===== config.mk =====
export PLATFORM = sky130hd
export DESIGN_NAME = xbar_switch_allocator
export DESIGN_NICKNAME = d
export VERILOG_FILES = /design/src/rtl/xbar_switch_allocator.sv
export SDC_FILE = /design/constraint.sdc
export NUM_CORES = 1
export LEC_CHECK = 0
export ABC_AREA = 0
export CAP_MARGIN = 10
export CORE_MARGIN = 10
export CORE_UTILIZATION = 48
export DETAILED_ROUTE_END_ITERATION = 16
export GPL_TIMING_DRIVEN = 0
export PLACE_DENSITY = 0.79
export SLEW_MARGIN = 20
export SYNTH_ARGS = -nofsm -noshare
export SYNTH_HDL_FRONTEND = slang
export SYNTH_SLANG_ARGS = --single-unit

===== constraint.sdc =====
create_clock -name clk_i -period 11.86 [get_ports clk_i]
set_input_delay 1.186 -clock clk_i [delete_from_list [all_inputs] [get_ports clk_i]]
set_output_delay 1.186 -clock clk_i [all_outputs]
set_load 0.02 [all_outputs]

===== src/rtl/xbar_switch_allocator.sv =====
// xbar_switch_allocator: wormhole switch allocator for a 5-port (N,S,W,E,L) crossbar, one lock per output.
// Latency: one allocation cycle, then flits are granted combinationally while locked; one idle bubble between packets.
// Backpressure: gnt_o follows out_ready_i of the locked output and the lock is held through stalls;
//   XBAR_ALLOC_TIMEOUT_EN adds a per-output watchdog that force-releases a lock stuck without grants.
module xbar_switch_allocator #(
  parameter int unsigned TIMEOUT_CYC = 64
) (
  input  logic        clk_i,
  input  logic        rst_ni,
  input  logic [4:0]  req_i,
  input  logic [14:0] dest_i,
  input  logic [4:0]  tail_i,
  input  logic [4:0]  out_ready_i,
  output logic [4:0]  gnt_o,
  output logic [14:0] demux_sel_o,
  output logic [14:0] mux_sel_o,
  output logic [4:0]  enable_o,
  output logic [4:0]  bad_dest_o,
  output logic [4:0]  timeout_o
);
  localparam int NP = 5;

  if (TIMEOUT_CYC < 1) begin : g_bad_cfg
    $error("xbar_switch_allocator: TIMEOUT_CYC must be at least 1");
  end

  // Per-output lock state, owning input and round-robin pointer.
  logic [NP-1:0]        lock_q, lock_d;
  logic [NP-1:0][2:0]   owner_q, owner_d;
  logic [NP-1:0][2:0]   rr_q, rr_d;

  // Input-side view of the locks, arbitration results and forced releases.
  logic [NP-1:0]        in_lock;
  logic [NP-1:0][2:0]   in_out;
  logic [NP-1:0][NP-1:0] vreq;
  logic [NP-1:0]        win_vld;
  logic [NP-1:0][2:0]   win;
  logic [NP-1:0]        tmo_fire;

  // Map each locked output back onto its owning input.
  always_comb begin
    in_lock = '0;
    in_out  = '0;
    for (int p = 0; p < NP; p++) begin
      for (int q = 0; q < NP; q++) begin
        if (lock_q[q] && owner_q[q] == 3'(p)) begin
          in_lock[p] = 1'b1;
          in_out[p]  = 3'(q);
        end
      end
    end
  end

  // Crossbar steering, grants and destination sanity flags.
  always_comb begin
    gnt_o       = '0;
    demux_sel_o = '0;
    mux_sel_o   = '0;
    enable_o    = '0;
    bad_dest_o  = '0;
    for (int p = 0; p < NP; p++) begin
      enable_o[p]   = in_lock[p];
      bad_dest_o[p] = req_i[p] & ((dest_i[3*p +: 3] > 3'd4) | (dest_i[3*p +: 3] == 3'(p)));
      if (in_lock[p]) begin
        demux_sel_o[3*p +: 3] = in_out[p];
        gnt_o[p]              = req_i[p] & out_ready_i[in_out[p]];
      end
    end
    for (int q = 0; q < NP; q++) begin
      if (lock_q[q]) mux_sel_o[3*q +: 3] = owner_q[q];
    end
  end

  // Round-robin pick per output among unlocked, legal requesters, starting at rr_q.
  always_comb begin
    vreq    = '0;
    win_vld = '0;
    win     = '0;
    for (int q = 0; q < NP; q++) begin
      for (int p = 0; p < NP; p++) begin
        vreq[q][p] = req_i[p] & ~in_lock[p] & (dest_i[3*p +: 3] == 3'(q)) & (p != q);
      end
      for (int k = 0; k < NP; k++) begin
        if (!win_vld[q] && vreq[q][(int'(rr_q[q]) + k) % NP]) begin
          win_vld[q] = 1'b1;
          win[q]     = 3'((int'(rr_q[q]) + k) % NP);
        end
      end
    end
  end

  // Lock on a winner, release after a granted tail flit or a watchdog expiry.
  always_comb begin
    lock_d  = lock_q;
    owner_d = owner_q;
    rr_d    = rr_q;
    for (int q = 0; q < NP; q++) begin
      if (!lock_q[q]) begin
        if (win_vld[q]) begin
          lock_d[q]  = 1'b1;
          owner_d[q] = win[q];
          rr_d[q]    = (win[q] == 3'd4) ? 3'd0 : win[q] + 3'd1;
        end
      end else if ((gnt_o[owner_q[q]] & tail_i[owner_q[q]]) | tmo_fire[q]) begin
        lock_d[q] = 1'b0;
      end
    end
  end

  // Allocation state registers.
  always_ff @(posedge clk_i or negedge rst_ni) begin
    if (!rst_ni) begin
      lock_q  <= '0;
      owner_q <= '0;
      rr_q    <= '0;
    end else begin
      lock_q  <= lock_d;
      owner_q <= owner_d;
      rr_q    <= rr_d;
    end
  end

`ifdef XBAR_ALLOC_TIMEOUT_EN
  localparam int CW = $clog2(TIMEOUT_CYC + 1);
  logic [NP-1:0][CW-1:0] cnt_q, cnt_d;

  // Count locked cycles without a grant; fire once the count reaches TIMEOUT_CYC.
  always_comb begin
    tmo_fire = '0;
    cnt_d    = '0;
    for (int q = 0; q < NP; q++) begin
      tmo_fire[q] = lock_q[q] && (cnt_q[q] == CW'(TIMEOUT_CYC));
      if (lock_q[q] && !gnt_o[owner_q[q]] && !tmo_fire[q]) cnt_d[q] = cnt_q[q] + CW'(1);
    end
  end

  // Watchdog counters.
  always_ff @(posedge clk_i or negedge rst_ni) begin
    if (!rst_ni) cnt_q <= '0;
    else         cnt_q <= cnt_d;
  end

  assign timeout_o = tmo_fire;
`else
  assign tmo_fire  = '0;
  assign timeout_o = '0;
`endif

endmodule


==> metrics.txt <==
status complete, no violations; CP dominant cell by count ha_1; boundary pin count 82; area post-placement about 11,000 µm²; crit-path max FO 12; register clock-pin slew on the reported worst setup and hold paths 0.06 ns; Highest Clock Rate 0.142 GHz; startpoint types flip-flop; worst path cell trace clkbuf_1 > clkinv_1 > ha_1 > clkbuf_1 > clkinv_1 > ha_1 > nor2_1 > a21oi_1 > xnor2_1 > ha_1 > nor2b_1 > nor3b_1 > a221oi_2 > nor3_1 > o21a_1 > o221ai_2 > nor4b_2 > o21ai_0 > nand3b_1 > inv_1 > ha_1 > or4_1 > a31oi_1; met3 wire len about 2.1 mm; commonest non-fill, non-tap cell in the layout nor2_1; Critical Path Sink Type flip-flop; synthesis-stage register bit count 35; die area roughly 26,000 µm²; WL/cell between 15 and 20 µm; Seq/Total Area, Yosys ~9.1%; hold buffer count at CTS 0; post-synthesis async set-or-reset flop share 100%; register area 876 µm²; most frequent cells in the layout nor2_1, ha_1, nand2_1, inv_1, o21ai_0; arrival time worst endpoint 7.25 ns; Crit-path slowest cell or4_1; GRT Overall Usage 21.4%; setup bufs post-CTS 0; top sig layer met4; Max Cap Viol 0; clk_skew 0.00846 ns; Final nets between 1,500 and 2,000; Worst-Margin Slew about 0.94 ns; DR pass1 iterations 5; CTS Buf Count 5; synth unique cells 106; setup TNS 0 ns; Worst-Skew Late Latency 0.29 ns; share of layout cells above drive strength 1 a little under a tenth; Avg Synthesized Cell Area 7.38 µm²; post-synthesis cell count 1,301; largest net degree at the start of global routing 32; Hold Crit Class flip-flop to flip-flop; drt via density 6.23; die width 161 µm; Tcrit/Tclk final roughly three fifths; top_reg_cell synth dfrtp_1; Mapped Area 9600 µm²; Die Y 161 µm; routed wire length 29.0 mm; antenna-violating nets left 0; Worst Setup Path Type flip-flop to flip-flop; clk buf depth 2; First DRT Iteration DRCs 947; antenna diode count 0; critical path's largest stage delay 0.52 ns; Slew HR a little under two fifths; area delta synth->final 13.3%; Post-CTS Resized 0; Final min period 7.05 ns; Vias 10,300; Port Buf Inserts 76; filler instances 1,851; H-tree levels 2; starting density of the core 49.0%; Multi-input gate area between 8000 and 9000 µm²; core area 19,600 µm²; design area about 11,000 µm²; fin. max-slew vios 0; CTS tree done; vias in the first global route 9,546; first-pass GRT wire length about 48 mm; GP Congestion approximately 0.95; final worst-path setup slack between 4 and 5 ns; dpl ws 4.95 ns; Buffers & Inverters on Critical Path 5; grt ovf 0; critical path required time 12.06 ns; YS warnings 0; final hold slack 0.651 ns; EDFF count, synth 0; Rows a little over 50; metal2 WL 13.2 mm; CP top delay family buffers and inverters; Final Hold Fails 0; DRT met1 WL 12.9 mm; Final Setup Violations 0; Root Driver clkbuf_16; clock sink total 35; DP Wirelength ~23 mm; number of remaining DRC errors 0; initial antenna violation count 0; RSZ-0062 raised after global routing false
[synthesized netlist by cell type, types with 20 or more instances]
cell	instances	share of area, %
nor2_1	111	4.3
ha_1	108	14
nand2_1	107	4.2
inv_1	83	3.2
o21ai_0	80	4.2
a21oi_1	68	3.5
mux2i_1	47	4.9
xnor2_1	39	3.6
dfrtp_1	35	9.1
nand3_1	35	1.8
nor3_1	32	1.7
mux2_2	31	3.6
clkbuf_1	30	1.2
and2_1	27	1.8
nor2b_1	26	1.7
and3_1	24	1.6
nand2b_1	24	1.6
buf_2	20	1.0
[worst paths after layout]
kind / start / to / slack (ns) / cells past startpoint
max in group asynchronous: rst_ni / rr_q[0] / 10.73 / 2
worst max-delay path: rr_q[9] / rr_q[11] / 4.81 / 23
worst min-delay path: owner_q[14] / owner_q[14] / 0.65 / 1
min in group asynchronous: rst_ni / rr_q[4] / 0.73 / 1
worst min register to register: owner_q[14] / owner_q[14] / 0.65 / 1
worst max register to register: rr_q[9] / rr_q[11] / 4.81 / 23
[cells by family after synthesis]
family / after synthesis / share of synthesized area, %
flops: 35 / 9.12
buf+inv: 151 / 6.55
xor+xnor: 46 / 4.27
other cells: 1 / 0.0391
mux: 82 / 9.35
fa+ha+maj: 110 / 14.5
simple gates: 505 / 29.1
compound gates: 371 / 27.0
[flip-flops by register name, summed over array words and instances (netlist names)]
register	count
owner_q	15
rr_q	15
lock_q	5
[metal layers]
layer,global-route usage [%],vias up
met5,0,-
met4,6.41,0
met3,3.25,61
met2,35.4,399
met1,28.1,4862
li1,-,4994
[final cells by class]
class | count | area share, %
Multi-Input combinational cell | 1119 | 74.7
Sequential cell | 35 | 8.05
Timing Repair Buffer | 77 | 7.13
Inverter | 90 | 3.11
Tap cell | 265 | 3.05
Buffer | 61 | 2.68
Clock buffer | 6 | 1.18
Clock inverter | 2 | 0.115
[through the flow]
step                      utilization (%)  cells
after floorplan                         -   1305
after global placement               54.7   1646
after detailed placement             54.8   1647
after CTS                            55.5   1655
after global routing                 55.5   1655
final                                55.5   1655
Power is not shown: default switching activity piles up to over one toggle a cycle in this logic, so the estimate is an artifact.
==> RTL change 1, RTL diff (same flow settings) <==
`NP`: 5 -> 6.
--- a/src/rtl/xbar_switch_allocator.sv
+++ b/src/rtl/xbar_switch_allocator.sv
@@ -20,3 +20,3 @@
 );
-  localparam int NP = 5;
+  localparam int NP = 6;
 
Function: not settled (the Yosys comparison gave no result); the edit may change what the design does.
==> RTL change 1 against the unedited design <==
Cell area decreased by 9.2%. Wire length down 3.6%. Non-clock buffer count did not move. Sequential cell count rose by 7. Count of clock-buffer cells in the layout fell by 1. Synthesized area is 9.8% lower. Die area is 8.6% lower. Setup slack gained 2.1 ns.
==> RTL change 1: results <==
metrics = {
    "outcome": {
        "status": "finished, final reports clean",
    },
    "worst_setup_path": {
        "cpMaxStageDelayCell": "clkdlybuf4s50_1",
        "path_max_fanout": 10,
        "cp.arrival_ns": 3.77,
        "crit_family": "buffers and inverters",
        "crit_path_max_incr_delay_ns": 0.69,
    },
    "timing": {
        "fin_tns_setup_ns": 0,
        "tightest_slew_ns": 0.828,
        "skew_ns": 0.00657,
    },
    "global_routing": {
        "grt_pass1_vias": 8498,
        "antenna_found_initial": 0,
        "grt_max_degree": 30,
        "grt_use_total": 0.219,
        "grt_pass1_wl_mm": 44.3,
    },
    "clocking": {
        "cts_buffers": 5,
        "root_buffer": "clkbuf_16",
        "path_clk_slew_ns": 0.07,
        "cts_setup_buffers": 0,
        "ctsResizeCount": 0,
        "cts.path.max_buffers": 2,
        "h-tree-depth": 2,
        "insertion_delay_ns": 0.30,
    },
    "yosys": {
        "synth_common_cells": "nand2_1 (95), nor2_1 (82), inv_1 (77), ha_1 (76), o21ai_0 (61)",
        "ys_warn_count": 0,
        "yosysSeqAreaShare": 0.121,
        "synth.distinct_cells": 108,
        "synth-async-reset-ratio": 1.00,
        "synth.area.top_cells": "dfrtp_1 (12%), ha_1 (11%), nand2_1 (4.1%)",
    },
    "finish": {
        "nFillCells": 1685,
        "n_antenna_cell": 0,
        "top_regs": "owner_q: 18 flops, rr_q: 18 flops, lock_q: 6 flops",
        "nets": 1357,
        "drive_gt1_frac": 0.0848,
    },
    "power": {
        "p_leak_nw": 4.11,
        "ir_drop_mv": 0.212,
    },
    "placed_design": {
        "hpwl_mm": 22.2,
        "numPortBuffers": 75,
        "dp_slack_ns": 7.09,
        "gp_congestion": 1.01,
    },
    "route": {
        "drt_iter0_drc": 882,
        "vias_per_cell": 6.47,
        "wl_mm": 28.0,
        "drt_pass1_iterations": 6,
    },
    "worst_hold_path": {
        "min_path_type": "reg -> reg",
    },
}
[RTL change 1: cell types whose count changed in the layout (fill, tap and decap cells not counted), sizes merged, moves of 11 or more]
cell,before,now
ha,108,76
mux2,32,20
xnor2,39,12
nand2,107,96
mux2i,47,31
nand4,11,22
clkbuf,40,51
o21ai,85,62
nor2,113,83
buf,29,18
[RTL change 1: cell type report]
| class | count | area share |
|---|---|---|
| multi-input combinational | 980 | 0.713 |
| sequential | 42 | 0.106 |
| timing repair buffer | 76 | 0.0776 |
| inverter | 82 | 0.0312 |
| tap | 229 | 0.0290 |
| buffer | 62 | 0.0284 |
| clock buffer | 5 | 0.0127 |
| clock inverter | 3 | 0.00215 |
[RTL change 1: final timing paths]
path | from | endpoint | slack, ns | depth (start not counted)
max | owner_q[6] | gnt_o[4] | 6.91 | 8
min | owner_q[9] | owner_q[9] | 0.67 | 3
max reg2reg | rr_q[6] | rr_q[6] | 6.95 | 15
min reg2reg | owner_q[9] | owner_q[9] | 0.67 | 3
max in group asynchronous | rst_ni | lock_q[1] | 10.57 | 2
min in group asynchronous | rst_ni | rr_q[14] | 0.79 | 1
[RTL change 1: worst register-to-register path, delay by kind of cell (launching register included)]
family          cells  cell delay (ns)
fa+ha+maj           2             0.65
compound gates      4             0.88
xor+xnor            1             0.38
flops               1             0.49
buf+inv             2             0.99
mux                 1             0.34
simple gates        5             1.10
[RTL change 1: metrics by stage]
stage	utilization	hold WS [ns]	std cells	instance area, um^2	total power [mW]
4_1_cts	0.553	0.673	1479	9870	2.77
3_3_place_gp	0.544	0.644	1470	9710	2.55
6_report	0.553	0.675	1479	9870	2.82
3_5_place_dp	0.545	0.659	1471	9730	2.61
5_1_grt	0.553	0.712	1479	9870	3.06
2_1_floorplan	-	0.563	1166	8670	2.00
[RTL change 1: power by group]
group / switching (mW) / internal, mW / leakage (nW)
clock network: 0.0655 / 0.0781 / 0.0698
logic: 1.45 / 0.930 / 3.53
registers: 0.0908 / 0.203 / 0.518
total: 1.61 / 1.21 / 4.11
[RTL change 1: per-layer routing]
layer  track usage  up-vias  routed length [um]
li1              -     4552                   -
met1         0.289     4474               12100
met2         0.351      482               12500
met3        0.0430       68                2660
met4        0.0621        0                 806
met5             0        -                   0
[RTL change 1: logic make-up after synthesis]
family	share of synthesized area
mux	0.0623
xor+xnor	0.0241
simple gates	0.352
flops	0.121
compound gates	0.262
buf+inv	0.0679
fa+ha+maj	0.110
other cells	0.000433
==> RTL change 2, RTL diff (same flow settings) <==
Made on the original files. Take the reset off `rr_q` and load it in a clocked block of its own.
--- a/src/rtl/xbar_switch_allocator.sv
+++ b/src/rtl/xbar_switch_allocator.sv
@@ -114,3 +114,2 @@
       owner_q <= '0;
-      rr_q    <= '0;
     end else begin
@@ -118,4 +117,7 @@
       owner_q <= owner_d;
-      rr_q    <= rr_d;
     end
+  end
+
+  always_ff @(posedge clk_i) begin
+    rr_q <= rr_d;
   end
Function: not settled (the Yosys comparison gave no result); the edit may change what the design does.
==> RTL change 2 against the unedited design <==
Final cell count increased by 0.42%. Wire length about the same. Synthesized area increased by 0.36%. Sequential cell count unchanged. Setup slack improved by 0.85 ns. Synthesized cell count increased by 0.61%. Cell area increased by 0.32%.
Power is left out: the tool's default activity adds up to more than one toggle a clock period on the data nets, which glitch-free logic cannot reach.
==> RTL change 2: results <==
metrics = {
    "timing": {
        "whs_ns": 0.643,
        "tightest_slew_ns": 1.12,
        "skew_ns": 0.0121,
    },
    "worst_hold_path": {
        "min_from": "lock_q[4]",
        "hold_path_depth": 2,
    },
    "route": {
        "drt_pass1_iterations": 6,
        "dr_wl_met2_mm": 13.5,
        "route.layer.met1.wl_mm": 12.7,
        "wl_mm": 29.0,
        "drt_iter0_drc": 980,
        "routed.top_layer": "met4",
        "num_vias": 10455,
        "met3_length_mm": 2.17,
        "vias_per_cell": 6.29,
    },
    "finish": {
        "nets": 1537,
        "nFillCells": 1848,
    },
    "worst_setup_path": {
        "path_max_fanout": 11,
        "r2r_start": "rr_q[9]",
        "r2r_cells": 20,
        "r2r_slack_ns": 5.66,
        "r2r-end": "rr_q[11]",
        "cp.arrival_ns": 6.24,
    },
    "yosys": {
        "postSynthCellCount": 1309,
        "synth-async-reset-ratio": 0.571,
        "synth.distinct_cells": 109,
        "synth_common_cells": "nor2_1 (118), ha_1 (107), nand2_1 (103), inv_1 (83), a21oi_1 (81)",
        "synth_enable_flop_cells": 15,
        "yosysSeqAreaShare": 0.0987,
        "synth.area.top_cells": "ha_1 (14%), dfrtp_1 (5.2%), mux2i_1 (5.0%)",
    },
    "outcome": {
        "status": "finished, final reports clean",
    },
    "placed_design": {
        "gp_congestion": 0.958,
        "dp_cells": 1654,
        "numPortBuffers": 76,
        "post_dp_cell_area_um2": 10700,
    },
    "global_routing": {
        "grtUsageMet3": 0.0301,
        "grt_pass1_vias": 9572,
        "grt_pass1_wl_mm": 46.9,
        "grt_use_total": 0.210,
        "grt_max_degree": 21,
    },
    "clocking": {
        "ctsResizeCount": 0,
        "insertion_delay_ns": 0.30,
    },
}
RTL change 2: area by class of cell:
type / count / area, um^2 / share of cell area
multi-input combinational: 1118 / 8050 / 0.738
sequential: 35 / 951 / 0.0871
timing repair buffer: 76 / 761 / 0.0697
inverter: 92 / 345 / 0.0316
tap: 265 / 332 / 0.0304
buffer: 68 / 305 / 0.0280
clock buffer: 5 / 125 / 0.0115
clock inverter: 3 / 43.8 / 0.00401
RTL change 2: cell families (layout without fill, tap and decap cells):
kind of cell / after synthesis / after routing / synth area share
other: 1 / 5 / 0.000389
adders and majority gates: 110 / 110 / 0.144
muxes: 79 / 79 / 0.0876
xor gates and xnor gates: 42 / 42 / 0.0382
DFF: 35 / 35 / 0.0987
AOI/OAI and AO/OA: 371 / 371 / 0.268
buffers and inverters: 160 / 244 / 0.0675
and+or+nand+nor: 511 / 511 / 0.295
RTL change 2: how the worst max path moves through the flow:
stage / to / slack, ns / cells past startpoint
2_1_floorplan: rr_q[11] / 6.61 / 21
3_3_place_gp: rr_q[11] / 5.84 / 21
3_5_place_dp: rr_q[11] / 5.73 / 21
4_1_cts: rr_q[11] / 5.72 / 21
5_1_grt: rr_q[8] / 5.09 / 24
6_report: rr_q[11] / 5.66 / 20
RTL change 2: worst max-delay path, cell delays in order, from the launching register on:
cell and delay [ns]:
edfxtp_1 0.48, buf_2 0.27, clkinv_1 0.35, ha_1 0.46
clkbuf_1 0.37, inv_1 0.21, ha_1 0.28, nor2_1 0.17
a211oi_1 0.12, or2_2 0.34, ha_1 0.20, nor2b_1 0.14
o31ai_2 0.40, mux2_2 0.41, a21o_1 0.18, a311oi_1 0.47
nand2_1 0.15, a32oi_1 0.38, ha_1 0.24, nor2_1 0.04
mux2_1 0.29
